## src/rtl/xip_line_cache.sv

```systemverilog
// Direct-mapped read-only line cache in front of the QSPI XIP flash controller.
// Optional build macro XIP_CACHE_INVAL_EN adds an 'inval' input that clears all valid bits.
module xip_line_cache #(
  parameter int unsigned NUM_LINES = 16,
  parameter int unsigned LINE_SIZE = 16
) (
  input  logic                   clk,
  input  logic                   rst,
`ifdef XIP_CACHE_INVAL_EN
  input  logic                   inval,
`endif
  input  logic                   req_valid,
  input  logic [23:0]            req_addr,
  output logic                   req_ready,
  output logic                   rvalid,
  output logic [31:0]            rdata,
  output logic                   fl_rd,
  output logic [23:0]            fl_addr,
  input  logic                   fl_done,
  input  logic [LINE_SIZE*8-1:0] fl_line
);

  localparam int unsigned OFF   = $clog2(LINE_SIZE);
  localparam int unsigned IDX   = $clog2(NUM_LINES);
  localparam int unsigned TAG   = 24 - OFF - IDX;
  localparam int unsigned LW    = LINE_SIZE * 8;
  localparam int unsigned WORDS = LINE_SIZE / 4;

  typedef enum logic [1:0] {IDLE, LOOKUP, FILL_REQ, FILL_WAIT} state_e;

  state_e               state_q;
  logic [23:2]          addr_q;
  logic                 req_ready_q;
  logic                 rvalid_q;
  logic [31:0]          rdata_q;
  logic                 fl_rd_q;
  logic [23:0]          fl_addr_q;
  logic [NUM_LINES-1:0] valid_q;
  logic [TAG-1:0]       tag_q  [NUM_LINES];
  logic [LW-1:0]        data_q [NUM_LINES];

  logic [IDX-1:0] idx;
  logic [TAG-1:0] tag;
  logic [LW-1:0]  hit_line;
  logic [31:0]    hit_words  [WORDS];
  logic [31:0]    fill_words [WORDS];
  logic [31:0]    hit_word;
  logic [31:0]    fill_word;
  logic           hit;
  logic           fill_we;
  logic           ret_idle;
  logic           inval_now;
  logic           addr_lsb_unused;

  assign addr_lsb_unused = ^req_addr[1:0];

  assign idx      = addr_q[OFF+IDX-1:OFF];
  assign tag      = addr_q[23:OFF+IDX];
  assign hit_line = data_q[idx];
  assign hit      = valid_q[idx] && (tag_q[idx] == tag);
  assign fill_we  = (state_q == FILL_WAIT) && fl_done;
  assign ret_idle = ((state_q == LOOKUP) && hit) || fill_we;

  for (genvar w = 0; w < WORDS; w++) begin : g_word
    assign hit_words[w]  = hit_line[w*32 +: 32];
    assign fill_words[w] = fl_line[w*32 +: 32];
  end

  if (OFF > 2) begin : g_wsel
    logic [OFF-3:0] wsel;
    assign wsel      = addr_q[OFF-1:2];
    assign hit_word  = hit_words[wsel];
    assign fill_word = fill_words[wsel];
  end else begin : g_nowsel
    assign hit_word  = hit_words[0];
    assign fill_word = fill_words[0];
  end

`ifdef XIP_CACHE_INVAL_EN
  logic inval_pend_q;

  // An invalidate seen while busy is held until the transaction returns to IDLE,
  // so the line being filled is cleared along with the rest.
  always_ff @(posedge clk or posedge rst) begin
    if (rst) begin
      inval_pend_q <= 1'b0;
    end else if (state_q == IDLE || ret_idle) begin
      inval_pend_q <= 1'b0;
    end else if (inval) begin
      inval_pend_q <= 1'b1;
    end
  end

  assign inval_now = inval | inval_pend_q;
`else
  assign inval_now = 1'b0;
`endif

  always_ff @(posedge clk or posedge rst) begin
    if (rst) begin
      state_q     <= IDLE;
      addr_q      <= '0;
      req_ready_q <= 1'b1;
      rvalid_q    <= 1'b0;
      rdata_q     <= '0;
      fl_rd_q     <= 1'b0;
      fl_addr_q   <= '0;
      valid_q     <= '0;
    end else begin
      rvalid_q <= 1'b0;
      fl_rd_q  <= 1'b0;
      case (state_q)
        IDLE: begin
          if (inval_now) valid_q <= '0;
          if (req_valid) begin
            addr_q      <= req_addr[23:2];
            req_ready_q <= 1'b0;
            state_q     <= LOOKUP;
          end
        end
        LOOKUP: begin
          if (hit) begin
            rvalid_q    <= 1'b1;
            rdata_q     <= hit_word;
            req_ready_q <= 1'b1;
            state_q     <= IDLE;
            if (inval_now) valid_q <= '0;
          end else begin
            fl_rd_q   <= 1'b1;
            fl_addr_q <= {addr_q[23:OFF], {OFF{1'b0}}};
            state_q   <= FILL_REQ;
          end
        end
        FILL_REQ: begin
          state_q <= FILL_WAIT;
        end
        FILL_WAIT: begin
          if (fl_done) begin
            rvalid_q    <= 1'b1;
            rdata_q     <= fill_word;
            req_ready_q <= 1'b1;
            state_q     <= IDLE;
            if (inval_now) valid_q <= '0;
            else           valid_q[idx] <= 1'b1;
          end
        end
        default: begin
          state_q     <= IDLE;
          req_ready_q <= 1'b1;
        end
      endcase
    end
  end

  always_ff @(posedge clk) begin
    if (fill_we) begin
      data_q[idx] <= fl_line;
      tag_q[idx]  <= tag;
    end
  end

  assign req_ready = req_ready_q;
  assign rvalid    = rvalid_q;
  assign rdata     = rdata_q;
  assign fl_rd     = fl_rd_q;
  assign fl_addr   = fl_addr_q;

endmodule
```

## config.mk

```make
export PLATFORM = sky130hd
export DESIGN_NAME = xip_line_cache
export DESIGN_NICKNAME = d
export VERILOG_FILES = /design/src/rtl/xip_line_cache.sv
export SDC_FILE = /design/constraint.sdc
export NUM_CORES = 2
export LEC_CHECK = 0
export BUFFER_PORTS_ARGS = -buffer_cell sky130_fd_sc_hd__clkbuf_2
export CORE_MARGIN = 5
export CORE_UTILIZATION = 55
export DETAILED_ROUTE_END_ITERATION = 8
export HOLD_SLACK_MARGIN = 0.02
export PLACE_DENSITY = 0.74
export SYNTH_ARGS = -nofsm -noshare
export SYNTH_HDL_FRONTEND = slang
export SYNTH_SLANG_ARGS = --single-unit
```

## constraint.sdc

```tcl
create_clock -name clk -period 8.44 [get_ports clk]
set_clock_uncertainty 0.1 [all_clocks]
set_input_delay 2.532 -clock clk [delete_from_list [all_inputs] [get_ports clk]]
set_output_delay 2.532 -clock clk [all_outputs]
set_load 0.01 [all_outputs]
```

==> run_results.csv <==
group,metric,value,unit
status,status,"completed",
power_and_ir_drop,power_switching,0.0102,W
power_and_ir_drop,ir_worst_vdd,312,uV
logic_synthesis,synth_top_area_share,74.6,%
timing,final.setup.worst_slack,3.35,ns
clocking,clk_path_buf_depth,3,
floorplanning,die_w,421,um
timing,maxSlewViolCount,0,
power_and_ir_drop,power,0.0339,W
logic_synthesis,synth_edf_count,2304,
routing,vias_per_cell,6.52,
logic_synthesis,async_reset_ff_share,3.96,%
critical_path,crit_path_start,"addr_q[5]",
routing,routed_wl,222000,um
clocking,cts.repair.resized,0,
timing,fmax,0.197,GHz
placed_design,gp_congestion,0.744,
power_and_ir_drop,p_per_area,327,mW/mm^2
placed_design,dp_cells,6354,
cells_and_area,syn_to_final_growth,11.8,%
logic_synthesis,ys_types,52,
min_path,hold_start,"valid_q[7]",
logic_synthesis,yosysMostFrequentCell,"edfxtp_1",
power_and_ir_drop,switching_share,30.0,%
timing,worst_slew_pin_slew,1.29,ns
logic_synthesis,ys_seq_elements,2399,
global_routing,grt_pass1_vias,45500,
global_routing,grt_max_degree,149,
critical_path,start_kind,"flip-flop",
logic_synthesis,synth_cells,4083,
logic_synthesis,syn-cell-area,0.0927,sq mm
critical_path,cp.arrival,5.71,ns
cells_and_area,fillers,11200,
global_routing,grt_first_pass_wirelength,322000,um
timing,hold-worst-slack,0.361,ns
clocking,path_clk_slew,0.06,ns
placed_design,hpwl,112000,um
routing,vias,44400,
job,drv_cap,0,
critical_path,end_kind,"flip-flop",
logic_synthesis,ys_seq_area_share,77.2,%
placed_design,place.port_buffers,208,
logic_synthesis,synth_common_cells,"2304 x edfxtp_1, 582 x mux4_2, 225 x mux2i_1",
routing,drt_first_pass_iters,5,
clocking,numCtsBuffers,227,
logic_synthesis,ys.flop_type,"edfxtp_1",
clocking,clockRootBuffer,"clkbuf_16",
timing,finalCriticalPeriod,5.09,ns
min_path,hp-class,"reg -> reg",
floorplanning,die_area,0.177,sq mm
clocking,htreeDepth,4,
floorplanning,core,0.167,sq mm
floorplanning,start_util,55.4,%
routing,drc_errors,0,
timing,hold_violations,0,
power_and_ir_drop,clockPowerShare,28.8,%
power_and_ir_drop,p_seq_share,43.1,%
logic_synthesis,avgSynthCellArea,22.7,sq um
critical_path,criticalPathCategory,"reg -> reg",
placed_design,dp_slack,2.94,ns
critical_path,reg2reg_from,"addr_q[5]",
critical_path,required,9.06,ns
power_and_ir_drop,internal_power,0.0237,W
routing,drt-wirelength-per-cell,32.6,um
timing,finalCritPeriodShare,60.3,%
clocking,clk_latency,0.85,ns
cells_and_area,final_core_util,61.9,%
routing,ant_nets,0,
logic_synthesis,yosys_warnings,0,
cells_and_area,num-nets-final,4535,
timing,worst_slew_margin_rel,13.9,%
routing,drt-initial-drc-count,6059,
clocking,hold_buffers,0,
cells_and_area,drive_gt1_share,28.9,%
floorplanning,die_h,421,um
global_routing,antenna_found_initial,47,
logic_synthesis,synth.largest_area_cell,"edfxtp_1",
floorplanning,io_pins,215,
logic_synthesis,ys_top_cells_by_area,"edfxtp_1 75%, mux4_2 14%, dfrtp_1 2.5%, mux2i_1 2.4%, mux2_2 0.86%",
power_and_ir_drop,comb_power_share,28.1,%
timing,rsz0062_at_grt,"false",
cells_and_area,stdcell_count,6806,
clocking,post_cts_buffers,0,
clocking,clock_sinks,2399,
global_routing,gr-total-overflow,0,
power_and_ir_drop,leakagePower,33.2,nW
clocking,cts_tree,"yes",
timing,setup_violations,0,
floorplanning,core.rowCount,150,
global_routing,grt_usage,25.6,%
critical_path,critical_path.max_fanout,57,
## per-stage QoR
step | area (sq um) | setup TNS [ns]
after detailed placement | 96400 | 0
after global routing | 104000 | 0
final | 104000 | 0
after floorplan | 92700 | -2563.98
after CTS | 104000 | 0
after global placement | 96400 | 0
## state kept, by name (all words and copies together) (netlist names), named ones only
signal	count
data_q	2048
tag_q	256
rdata	32
addr_q	22
fl_addr	20
valid_q	16
fl_rd	1
req_ready	1
rvalid	1
state_q	1
## power by group through the flow
stage | clock, W | sequential (W) | combinational (W)
after global routing | 0.0104 | 0.0147 | 0.0101
after global placement | 0 | 0.0148 | 0.00945
after detailed placement | 0 | 0.0149 | 0.00953
after floorplan | 0 | 0.0146 | 0.00688
final | 0.00976 | 0.0146 | 0.00955
after CTS | 0.00988 | 0.0146 | 0.00961
## cell usage in the layout (no fill, tap or decap), drive strengths merged, types with 18 or more instances in the layout
cell type / Yosys / layout
edfxtp: 2304 / 2304
mux4: 582 / 582
clkbuf: 52 / 531
mux2i: 225 / 225
mux2: 115 / 115
dfrtp: 94 / 94
buf: 179 / 87
clkinv: 0 / 78
nand2: 68 / 68
o21ai: 62 / 62
o22ai: 54 / 54
a21oi: 51 / 51
nor2: 42 / 42
a211oi: 37 / 37
o221ai: 29 / 29
diode: 0 / 28
nor3: 19 / 19
nor2b: 18 / 18
## worst max-delay path, cell delays in order (launching register included)
cell and delay (ns):
dfrtp_4 0.73, buf_4 0.77, nand2_1 0.60, o22ai_1 0.31
nor2_1 0.08, xor2_1 0.15, nor4_1 0.41, a41oi_1 0.18
nor4_4 0.43, nand2b_2 0.72, mux2_1 0.40
## final timing paths
check / endpoint / slack, ns / cells past startpoint
min reg2reg: valid_q[7] / 0.36 / 1
max reg2reg: fl_addr[10] / 3.35 / 10
min in group asynchronous: valid_q[4] / 1.69 / 2
min: valid_q[7] / 0.36 / 1
max in group asynchronous: addr_q[3] / 5.12 / 3
max: fl_addr[10] / 3.35 / 10
## cell families (layout without fill, tap and decap cells)
kind of cell / Yosys count / count (layout) / share of synthesized area, %
flip-flops: 2399 / 2399 / 77.2
other: 1 / 32 / 0.00405
AND/OR/NAND/NOR: 208 / 208 / 1.09
XOR/XNOR: 25 / 25 / 0.236
buffers and inverters: 238 / 726 / 1.38
AO/OA/AOI/OAI: 290 / 290 / 2.07
multiplexers: 922 / 922 / 18.0
## layer usage
layer | vias up | track usage (%) | routed length [um]
met3 | 369 | 5.71 | 22100
met1 | 23600 | 35.6 | 83700
met5 | - | 0 | 67
li1 | 17900 | - | -
met2 | 2488 | 40.6 | 109000
met4 | 12 | 9.21 | 7100
## area by class of cell
cell class	count	area (sq um)	share of cell area, %
antenna	28	70.1	0.0676
clock buffer	323	6260	6.04
clock inverter	101	897	0.865
inverter	7	31.3	0.0302
multi-input combinational	1449	20000	19.3
sequential	2399	71600	69.1
tap	2204	2760	2.66
timing repair buffer	295	2040	1.97
No activity file was read; power rests on OpenSTA's default activity.
